`src/rtl/bram_stream_reader_if.sv`:
```
// Purpose: valid/ready stream carrying RAM words with an end-of-transfer flag.
// Latency: none, wires only.
// Backpressure: master holds m_data/m_last stable while m_valid=1 and m_ready=0.
interface bram_stream_reader_if #(
    parameter int WIDTH = 8
) ();
    logic [WIDTH-1:0] m_data;
    logic             m_valid;
    logic             m_ready;
    logic             m_last;

    modport master (
        output m_data,
        output m_valid,
        output m_last,
        input  m_ready
    );

    modport slave (
        input  m_data,
        input  m_valid,
        input  m_last,
        output m_ready
    );
endinterface

```
`src/rtl/bram_stream_reader.sv`:
```
// Purpose: walks a contiguous RAM address range on start and streams the words out with a last flag.
// Latency: start accepted at edge T, raddr=start_addr after T, first beat valid after T+2; 1 word/cycle.
// Backpressure: 2-entry output buffer; reads are issued only when buffer plus in-flight read has room.
module bram_stream_reader #(
    parameter int WIDTH = 8,
    parameter int DEPTH = 256,
    localparam int AW = $clog2(DEPTH)
) (
    input  logic              clk,
    input  logic              areset,
    input  logic              start,
    input  logic [AW-1:0]     start_addr,
    input  logic [AW:0]       length,
    output logic              busy,
    output logic              done,
    output logic [AW-1:0]     raddr,
    input  logic [WIDTH-1:0]  rdata,
    bram_stream_reader_if.master strm
);

    typedef enum logic {
        IDLE = 1'b0,
        RUN  = 1'b1
    } state_t;

    state_t           state_q, state_d;
    logic [AW-1:0]    raddr_q, raddr_d;
    logic [AW:0]      issue_left_q, issue_left_d;
    logic [AW:0]      send_left_q, send_left_d;
    logic             inflight_q, inflight_d;
    logic             inflight_last_q, inflight_last_d;
    logic             done_q, done_d;
    logic [1:0]       occ_q, occ_d;
    logic [WIDTH-1:0] head_dat_q, head_dat_d;
    logic             head_last_q, head_last_d;
    logic [WIDTH-1:0] tail_dat_q, tail_dat_d;
    logic             tail_last_q, tail_last_d;

    logic             pop;
    logic             push;
    logic [1:0]       level;
    logic             issue_ok;
    logic [AW-1:0]    raddr_nxt;

    localparam logic [AW:0] ONE = {{AW{1'b0}}, 1'b1};

    // A RAM word arrives in the cycle after its address was presented with
    // the in-flight flag set; the buffer must have room for it by then, so
    // the issue decision counts the in-flight word as already occupying a slot.
    assign pop       = (occ_q != 2'd0) && strm.m_ready;
    assign push      = inflight_q;
    assign level     = occ_q + {1'b0, inflight_q} - {1'b0, pop};
    assign issue_ok  = (state_q == RUN) && (issue_left_q != '0) && (level < 2'd2);
    assign raddr_nxt = (raddr_q == AW'(DEPTH - 1)) ? '0 : raddr_q + 1'b1;

    // Transfer control: start acceptance, read issue, completion and done pulse.
    always_comb begin
        state_d         = state_q;
        raddr_d         = raddr_q;
        issue_left_d    = issue_left_q;
        send_left_d     = send_left_q;
        inflight_d      = 1'b0;
        inflight_last_d = 1'b0;
        done_d          = 1'b0;

        case (state_q)
            IDLE: begin
                if (start) begin
                    if (length != '0) begin
                        state_d      = RUN;
                        raddr_d      = start_addr;
                        issue_left_d = length;
                        send_left_d  = length;
                    end else begin
                        done_d = 1'b1;
                    end
                end
            end
            RUN: begin
                if (issue_ok) begin
                    inflight_d      = 1'b1;
                    inflight_last_d = (issue_left_q == ONE);
                    issue_left_d    = issue_left_q - ONE;
                    // Only step the address when another read follows, so
                    // raddr rests on the final address of the range.
                    if (issue_left_q > ONE) begin
                        raddr_d = raddr_nxt;
                    end
                end
                if (pop) begin
                    send_left_d = send_left_q - ONE;
                    if (send_left_q == ONE) begin
                        state_d = IDLE;
                        done_d  = 1'b1;
                    end
                end
            end
            default: state_d = IDLE;
        endcase
    end

    // Two-entry output buffer: head drives the stream, tail absorbs one stalled word.
    always_comb begin
        occ_d       = occ_q;
        head_dat_d  = head_dat_q;
        head_last_d = head_last_q;
        tail_dat_d  = tail_dat_q;
        tail_last_d = tail_last_q;

        case (occ_q)
            2'd0: begin
                if (push) begin
                    head_dat_d  = rdata;
                    head_last_d = inflight_last_q;
                    occ_d       = 2'd1;
                end
            end
            2'd1: begin
                if (push && pop) begin
                    head_dat_d  = rdata;
                    head_last_d = inflight_last_q;
                end else if (push) begin
                    tail_dat_d  = rdata;
                    tail_last_d = inflight_last_q;
                    occ_d       = 2'd2;
                end else if (pop) begin
                    occ_d = 2'd0;
                end
            end
            default: begin
                if (pop) begin
                    head_dat_d  = tail_dat_q;
                    head_last_d = tail_last_q;
                    if (push) begin
                        tail_dat_d  = rdata;
                        tail_last_d = inflight_last_q;
                    end else begin
                        occ_d = 2'd1;
                    end
                end
            end
        endcase
    end

    // State registers; reset drops any read still in flight.
    always_ff @(posedge clk or posedge areset) begin
        if (areset) begin
            state_q         <= IDLE;
            raddr_q         <= '0;
            issue_left_q    <= '0;
            send_left_q     <= '0;
            inflight_q      <= 1'b0;
            inflight_last_q <= 1'b0;
            done_q          <= 1'b0;
            occ_q           <= 2'd0;
            head_dat_q      <= '0;
            head_last_q     <= 1'b0;
            tail_dat_q      <= '0;
            tail_last_q     <= 1'b0;
        end else begin
            state_q         <= state_d;
            raddr_q         <= raddr_d;
            issue_left_q    <= issue_left_d;
            send_left_q     <= send_left_d;
            inflight_q      <= inflight_d;
            inflight_last_q <= inflight_last_d;
            done_q          <= done_d;
            occ_q           <= occ_d;
            head_dat_q      <= head_dat_d;
            head_last_q     <= head_last_d;
            tail_dat_q      <= tail_dat_d;
            tail_last_q     <= tail_last_d;
        end
    end

    assign busy         = (state_q == RUN);
    assign done         = done_q;
    assign raddr        = raddr_q;
    assign strm.m_valid = (occ_q != 2'd0);
    assign strm.m_data  = head_dat_q;
    assign strm.m_last  = head_last_q && (occ_q != 2'd0);

endmodule
```
`src/flat_wrapper.sv`:
```
// flat-port wrapper written by rule: the top's interface ports become plain ports
module bram_stream_reader_flat 
#(
    parameter int WIDTH = 8,
    parameter int DEPTH = 256,
    localparam int AW = $clog2(DEPTH)
)
  (clk, areset, start, start_addr, length, busy, done, raddr, rdata, strm_m_data, strm_m_valid, strm_m_last, strm_m_ready);
  bram_stream_reader_if #(.WIDTH(WIDTH)) strm_i ();
  input  logic clk;
  input  logic areset;
  input  logic start;
  input  logic [AW-1:0] start_addr;
  input  logic [AW:0] length;
  output logic busy;
  output logic done;
  output logic [AW-1:0] raddr;
  input  logic [WIDTH-1:0] rdata;
  output wire logic [$bits(strm_i.m_data)-1:0] strm_m_data;
  output wire logic [$bits(strm_i.m_valid)-1:0] strm_m_valid;
  output wire logic [$bits(strm_i.m_last)-1:0] strm_m_last;
  input wire logic [$bits(strm_i.m_ready)-1:0] strm_m_ready;
  assign strm_m_data = strm_i.m_data;
  assign strm_m_valid = strm_i.m_valid;
  assign strm_m_last = strm_i.m_last;
  assign strm_i.m_ready = strm_m_ready;
  bram_stream_reader #(.WIDTH(WIDTH), .DEPTH(DEPTH)) u_core (.clk(clk), .areset(areset), .start(start), .start_addr(start_addr), .length(length), .busy(busy), .done(done), .raddr(raddr), .rdata(rdata), .strm(strm_i));
endmodule
```
`config.mk`:
```
export PLATFORM = sky130hd
export DESIGN_NAME = bram_stream_reader_flat
export DESIGN_NICKNAME = d
export VERILOG_FILES = /design/src/rtl/bram_stream_reader_if.sv /design/src/rtl/bram_stream_reader.sv /design/src/flat_wrapper.sv
export SDC_FILE = /design/constraint.sdc
export NUM_CORES = 1
export LEC_CHECK = 0
export ABC_AREA = 1
export CORE_ASPECT_RATIO = 0.6
export CORE_MARGIN = 2
export CORE_UTILIZATION = 53
export DETAILED_ROUTE_END_ITERATION = 8
export GPL_ROUTABILITY_DRIVEN = 0
export GPL_TIMING_DRIVEN = 0
export MAX_ROUTING_LAYER = met4
export PLACE_DENSITY = 0.88
export SYNTH_ARGS = -nofsm -noshare
export SYNTH_HDL_FRONTEND = slang
export SYNTH_SLANG_ARGS = --single-unit
```
`constraint.sdc`:
```
create_clock -name clk -period 2.15 [get_ports clk]
set_input_delay 0.5375 -clock clk [delete_from_list [all_inputs] [get_ports clk]]
set_output_delay 0.5375 -clock clk [all_outputs]
set_load 0.05 [all_outputs]
```
==> impl_results.md, run 1 <==
- Status: completed
- Critical R2R Launch: u_core.issue_left_q[0]$_DFFE_PP0P_
- Cell family with most CP delay: buffers and inverters
- Initial core utilization: 56.7%
- Via count: around 3000
- GRT Total Usage: 27.7%
- First-pass GRT wire length: 12800 um
- Core area: between 0.005 and 0.006 mm2
- Setup TNS Final: 0 ns
- Vias in the first global route: ~2700
- Max incr delay on CP: just over 0.8 ns
- Data arrival, critical path: 1.57 ns
- Die height: approximately 62 um
- Synth cell types: 26
- RR Endpoint: u_core.issue_left_q[0]$_DFFE_PP0P_
- Clk sinks: 50
- Most Crowded Layer GR: met2
- Register area share after synthesis: around 42%
- Vias/cell: approximately 5.5
- Total power: roughly 6.1 mW
- Syn Nets: around 450
- WHS: about 0.45 ns
- Worst skew pair latency: between 0.3 and 0.4 ns
- Final hold violations: 0
- Final period util: between 90% and 100%
- Clk root buf: clkbuf_8
- Worst R2R Setup Slack: between 0.4 and 0.5 ns
- Die area: between 0.006 and 0.007 mm2
- GR Util met2: approximately two fifths
- Final wirelength: between 7000 and 8000 um
- # diodes: 0
- Drt drc: 0
- WP data required: between 1.5 and 2 ns
- IO Pins: between 40 and 50
- Final Net Count: roughly 510
- Worst Clk Skew: around 0.0046 ns
- DP HPWL: about 5800 um
- DR WL/cell: 14.6 um
- # fillers: approximately 410
- Bufs and invs on worst path: 1
- IO buf count: 48
- Post-Syn Area: about 0.0030 mm2
- Post-Syn Instances: about 420
- Postcts setup bufs: 0
- Met1 usage: 38.5%
- Final Critical Period: between 2 and 2.5 ns
- CTS Buf Count: 5
- Syn avg cell area: 7.06 um2
- Multi-input logic area: about 0.0015 mm2
- CTS tree: done
- Clock Path Buffers: 2
- Initial antenna violation count: 0
- Synth warn: 0
- Max-slew headroom: roughly 65%
- Slew @ Worst Pin: 0.530 ns
- DRT iter0 DRCs: roughly 250
- Leakage: between 1.5 and 2 nW
- Max VDD drop: roughly 0.00072 V
- Antenna-violating nets left: 0
- Critical path peak fanout: 5
- Area growth syn-to-layout: 24.0%
- Worst R2R Path Depth: 9
- GRT met3 Usage: between 5 and 6%
- FF/Latch Area: 0.00125 mm2
- CP Capture Type: primary output
- Worst-path clk slew: about 0.09 ns
- Largest net degree at the start of global routing: 43
- Power density over the cells: around 1700 mW/mm2
- H-tree Lvls: 2
- Slowest CP cell: clkdlybuf4s50_1
- Share of cells above drive strength 1: 8.63%
- Unrepaired setup endpoints after global routing: no
- Hold Path Class: input pin to asynchronous set/reset pin
- Die Wd: about 100 um
- Worst setup SP type: flop
- Gr ovfl total: 0
- WS Path Type: flop to primary output
- Crit-path cells: clkdlybuf4s50_1
- Maximum operating frequency: about 470 MHz
- Fin. max-slew vios: 0
- Max Cap Viol: 0
- Pre-Repair DR Iteration Count: 5
- Final setup violation count: 0
- # rows: 20
- Final Util: a little over two thirds
- Synth Register Bits: 50
[how the worst max path moves through the flow]
| stage | startpoint | endpoint | depth (start not counted) |
|---|---|---|---|
| finish | u_core.raddr[0]$_DFFE_PP0P_ | raddr[0] | 1 |
| global route | u_core.raddr[0]$_DFFE_PP0P_ | raddr[0] | 1 |
| CTS | u_core.occ_q[1]$_DFFE_PP0P_ | strm_m_last | 4 |
| detailed placement | length[1] | u_core.send_left_q[4]$_DFFE_PP0P_ | 7 |
| global placement | areset | u_core.issue_left_q[3]$_DFFE_PP0P_ | 2 |
| floorplan | u_core.occ_q[1]$_DFFE_PP0P_ | strm_m_last | 3 |
[per-layer routing]
layer / share of wire [%] / wire, um / vias up
met5: 0 / 0 / -
met4: 2.1 / 163 / 0
met3: 8.9 / 699 / 23
met2: 44 / 3440 / 139
met1: 45 / 3590 / 1374
li1: - / - / 1443
[metrics by stage]
stage | instance area, um2 | worst slack (ns) | std cells
5_1_grt | 3660 | 0.000654 | 541
4_1_cts | 3640 | 0.00471 | 541
2_1_floorplan | 2950 | 0.142 | 418
3_5_place_dp | 3530 | -0.236 | 533
3_3_place_gp | 3510 | -0.508 | 532
6_report | 3660 | 0.0394 | 541
[cell type report]
type / instances / share of cell area (%)
buffer: 12 / 1.88
clock buffer: 8 / 3.01
inverter: 42 / 4.31
multi-input combinational: 314 / 40.6
sequential: 50 / 34.2
tap: 66 / 2.26
timing repair buffer: 49 / 13.7
[cell families (layout without fill, tap and decap cells)]
group	after synthesis	in the layout	share of synthesized area [%]
adders and majority gates	6	6	2.54
AOI/OAI and AO/OA	58	58	11.7
xor gates and xnor gates	5	5	1.48
DFF	50	50	42.4
and+or+nand+nor	245	245	34.3
buffers and inverters	54	111	7.63
[flip-flops by register name, summed over array words and instances (netlist names)]
signal	cells
u_core.issue_left_q	9
u_core.raddr	8
u_core.send_left_q	9
u_core.head_last_q	1
u_core.done	1
u_core.occ_q	2
u_core.tail_last_q	1
u_core.busy	1
u_core.inflight_last_q	1
u_core.inflight_q	1
u_core.tail_dat_q	8
u_core.strm.m_data	8
[synthesized netlist by cell type]
cell      instances  share of area, %
a21oi_1           4              0.68
a22oi_2           1              0.42
a31oi_1           8               1.7
buf_2             3              0.51
buf_4             1              0.25
buf_6             2              0.76
clkbuf_1          6              0.76
dfrtp_1          50                42
ha_1              6               2.5
inv_1            40               5.1
inv_2             2              0.25
nand2_1         163                21
nand2_2           6               1.3
nand2_4           1              0.38
nand3_1          33               5.6
nand3_2           2              0.68
nand4_1           3              0.64
nor2_1           33               4.2
nor2_2            2              0.42
nor3_1            1              0.17
nor4_1            1              0.21
o211ai_1          1              0.25
o21ai_0          35               5.9
o21ai_2           9               2.7
xnor2_1           2              0.59
xor2_1            3              0.89
[layout by cell type (no fill, tap or decap), types with 3 or more instances in the layout]
master,n
clkbuf_1,5
inv_1,39
a21oi_1,4
nor2_1,33
nand4_1,3
clkdlybuf4s50_1,41
dlymetal6s2s_1,4
dfrtp_1,50
inv_2,3
nand2_4,3
buf_2,4
nand2_1,163
ha_1,6
clkbuf_8,8
a31oi_1,8
o21ai_2,9
nand3_1,33
xor2_1,3
o21ai_0,35
nand2_2,4
[repair_timing]
action / in CTS / in global routing
resized for setup: 6 / 8
gates cloned: 0 / 0
hold buffers: 0 / 0
endpoints found under the hold margin: 0 / 0
setup endpoints to repair: 3 / 10
[power breakdown]
group          switching [mW]  total, mW  internal, mW
Combinational            2.52       3.73          1.22
Clock                   0.310      0.636         0.325
Sequential              0.371       1.76          1.39
Note: power is estimated with default switching activity, not from simulation.
==> inputs of run 2 (changes only) <==
- GPL_TIMING_DRIVEN: 0 -> 1
==> run 2 against run 1 <==
Effect of this change:
- worst setup slack better by 0.017 ns
- critical endpoint unchanged
- routed wire length decreased by 3.2%
- non-clock buffer count fell by 2
- maximum frequency rose by 0.82%
- critical path depth stayed put
- clock skew rose by 0.0014 ns
- highest routed layer unchanged
- combinational power is 2% higher
- sequential power about the same
- design area increased by 0.17%
- flip-flop and latch count is the same
- register-to-register slack better by 0.05 ns
- total power about the same
==> impl_results.md, run 2 (synthesis gave the netlist of run 1 again) <==
- Status: completed
- Die area: 0.00620 mm2 (unchanged)
- Max incr delay on CP: 0.83 ns (about the same)
- Worst skew pair latency: 0.30 ns (about the same)
- WHS: 0.487 ns (+0.0420 ns)
- DRT iter0 DRCs: 229 (-9.1%)
- Pre-Repair DR Iteration Count: 5 (unchanged)
- Hold Path Class: flop to flop
- Max VDD drop: 0.000726 V (+0.52%)
- IO buf count: 48 (unchanged)
- WS Path Type: flop to primary output
- Clk sinks: 50 (unchanged)
- Gr ovfl total: 0 (unchanged)
- Max Cap Viol: 0 (unchanged)
- CP Capture Type: primary output
- # diodes: 0 (unchanged)
- Worst setup SP type: flop
- Final Critical Period: 2.09 ns (-0.0172 ns)
- Via count: 2953 (-0.87%)
- Commonest non-fill, non-tap cell in the layout: nand2_1
- DR WL/cell: 14.2 um (-2.9%)
- Final wirelength: 7640 um (-3.2%)
- Critical R2R Launch: u_core.busy$_DFF_PP0_
- Final Net Count: 507 (-0.39%)
- Fin. max-slew vios: 0 (unchanged)
- Slew @ Worst Pin: 0.526 ns (-0.00355 ns)
- Max-slew headroom: 64.6% (-0.087 points)
- Worst Clk Skew: 0.00602 ns (+0.00139 ns)
- Vias in the first global route: 2674 (-2.1%)
- Final hold violations: 0 (unchanged)
- Unrepaired setup endpoints after global routing: no
- Share of cells above drive strength 1: 10.4% (+1.7 points)
- Final period util: 97.4% (-0.80 points)
- # rows: 20 (unchanged)
- GRT Total Usage: 26.5% (-1.2 points)
- IO Pins: 49 (unchanged)
- Slowest CP cell: clkdlybuf4s50_1
- Critical path peak fanout: 5 (unchanged)
- Top flop regs: u_core.issue_left_q x9, u_core.send_left_q x9
- Worst R2R Path Depth: 8 (-1)
- RR Endpoint: u_core.send_left_q[5]$_DFFE_PP0P_
- Startpoint of the lowest-slack hold path: u_core.tail_dat_q[2]$_DFFE_PP0P_
- Drt drc: 0 (unchanged)
- Worst-path clk slew: 0.09 ns (about the same)
- CTS Buf Count: 5 (unchanged)
- Cell family with most CP delay: buffers and inverters
- Setup TNS Final: 0 ns (unchanged)
- Finished Layout Cells: 539 (-0.37%)
- Total power: 6.12 mW (about the same)
- Largest net degree at the start of global routing: 51 (+19%)
- First-pass GRT wire length: 12300 um (-3.5%)
- Final setup violation count: 0 (unchanged)
- Clk root buf: clkbuf_8
- Crit-path cells: clkdlybuf4s50_1
- WHS Endpoint: u_core.tail_dat_q[2]$_DFFE_PP0P_
- Vias/cell: 5.48 (-0.50%)
- Place WS: 0.0489 ns (+0.285 ns)
- Data arrival, critical path: 1.56 ns (about the same)
- # fillers: 416 (+2.0%)
- Worst R2R Setup Slack: 0.47 ns (+0.05 ns)
- Power density over the cells: 1670 mW/mm2 (-0.26%)
- WP data required: 1.61 ns (about the same)
- Hold depth: 2
- H-tree Lvls: 2 (unchanged)
- Die Wd: 100 um (unchanged)
- Clock Path Buffers: 2 (unchanged)
- Die height: 61.8 um (unchanged)
- CTS tree: done
- Most frequent cells in the layout: 163 x nand2_1, 50 x dfrtp_1, 40 x clkdlybuf4s50_1, 39 x inv_1, 35 x o21ai_0
- Maximum operating frequency: 478 MHz (+0.82%)
- DP HPWL: 5730 um (-1.6%)
- Bufs and invs on worst path: 1 (unchanged)
- Core area: 0.00520 mm2 (unchanged)
- Area growth syn-to-layout: 24.2%
- Initial antenna violation count: 0 (unchanged)
- Final worst slack: 0.0566 ns (+0.0172 ns)
- Leakage: 1.90 nW (about the same)
- Initial core utilization: 56.7% (unchanged)
- Placed cell count: 531 (-0.38%)
- Postcts setup bufs: 0 (unchanged)
- Antenna-violating nets left: 0 (unchanged)
[run 2: worst min-delay path, cell delays in order (launching register included)]
cell	delay, ns
dfrtp_1	0.35
nand2_1	0.06
o21ai_2	0.05
[run 2: worst max path at each step]
stage                                     start                           endpoint  slack, ns  cells after the start
finish              u_core.raddr[0]$_DFFE_PP0P_                           raddr[0]       0.06                      1
global route        u_core.raddr[0]$_DFFE_PP0P_                           raddr[0]      0.006                      1
CTS                 u_core.raddr[6]$_DFFE_PP0P_                           raddr[6]       0.02                      1
detailed placement                    length[1]  u_core.send_left_q[6]$_DFFE_PP0P_       0.05                      7
global placement                      length[1]  u_core.send_left_q[6]$_DFFE_PP0P_       0.09                      7
floorplan           u_core.occ_q[1]$_DFFE_PP0P_                        strm_m_last       0.14                      3
[run 2: layer usage]
layer / wire, um / vias up / track usage, %
met1: 3380 / 1368 / 36.7
met2: 3530 / 137 / 40.6
met5: 0 / - / -
li1: - / 1439 / -
met4: 58 / 0 / 6.65
met3: 666 / 9 / 5.59
[run 2: what timing repair did]
action | in CTS | in global routing
endpoints found under the setup margin | 0 | 2
hold buffers | 0 | 0
endpoints found under the hold margin | 0 | 0
resized for setup | 0 | 2
[run 2: report_power, final]
group | internal, mW | switching (mW) | total (mW)
clock network | 0.259 | 0.323 | 0.582
registers | 1.39 | 0.362 | 1.75
logic | 1.30 | 2.49 | 3.79
total | 2.95 | 3.18 | 6.12
[run 2: final cells by class]
type,instances,area [um2],share of cell area (%)
flip-flops and latches,50,1250,34.1
repair buffers,59,603,16.5
multi-input cells,314,1480,40.3
clock buffers,6,82.6,2.25
well taps,66,82.6,2.25
clock inverters,2,12.5,0.341
inverters,42,158,4.30
[run 2: metrics by stage]
stage / util, % / instance area [um2]
after global placement: 68.5 / 3560
final: 70.4 / 3660
after global routing: 70.4 / 3660
after CTS: 70.3 / 3660
after floorplan: - / 2950
after detailed placement: 68.5 / 3560
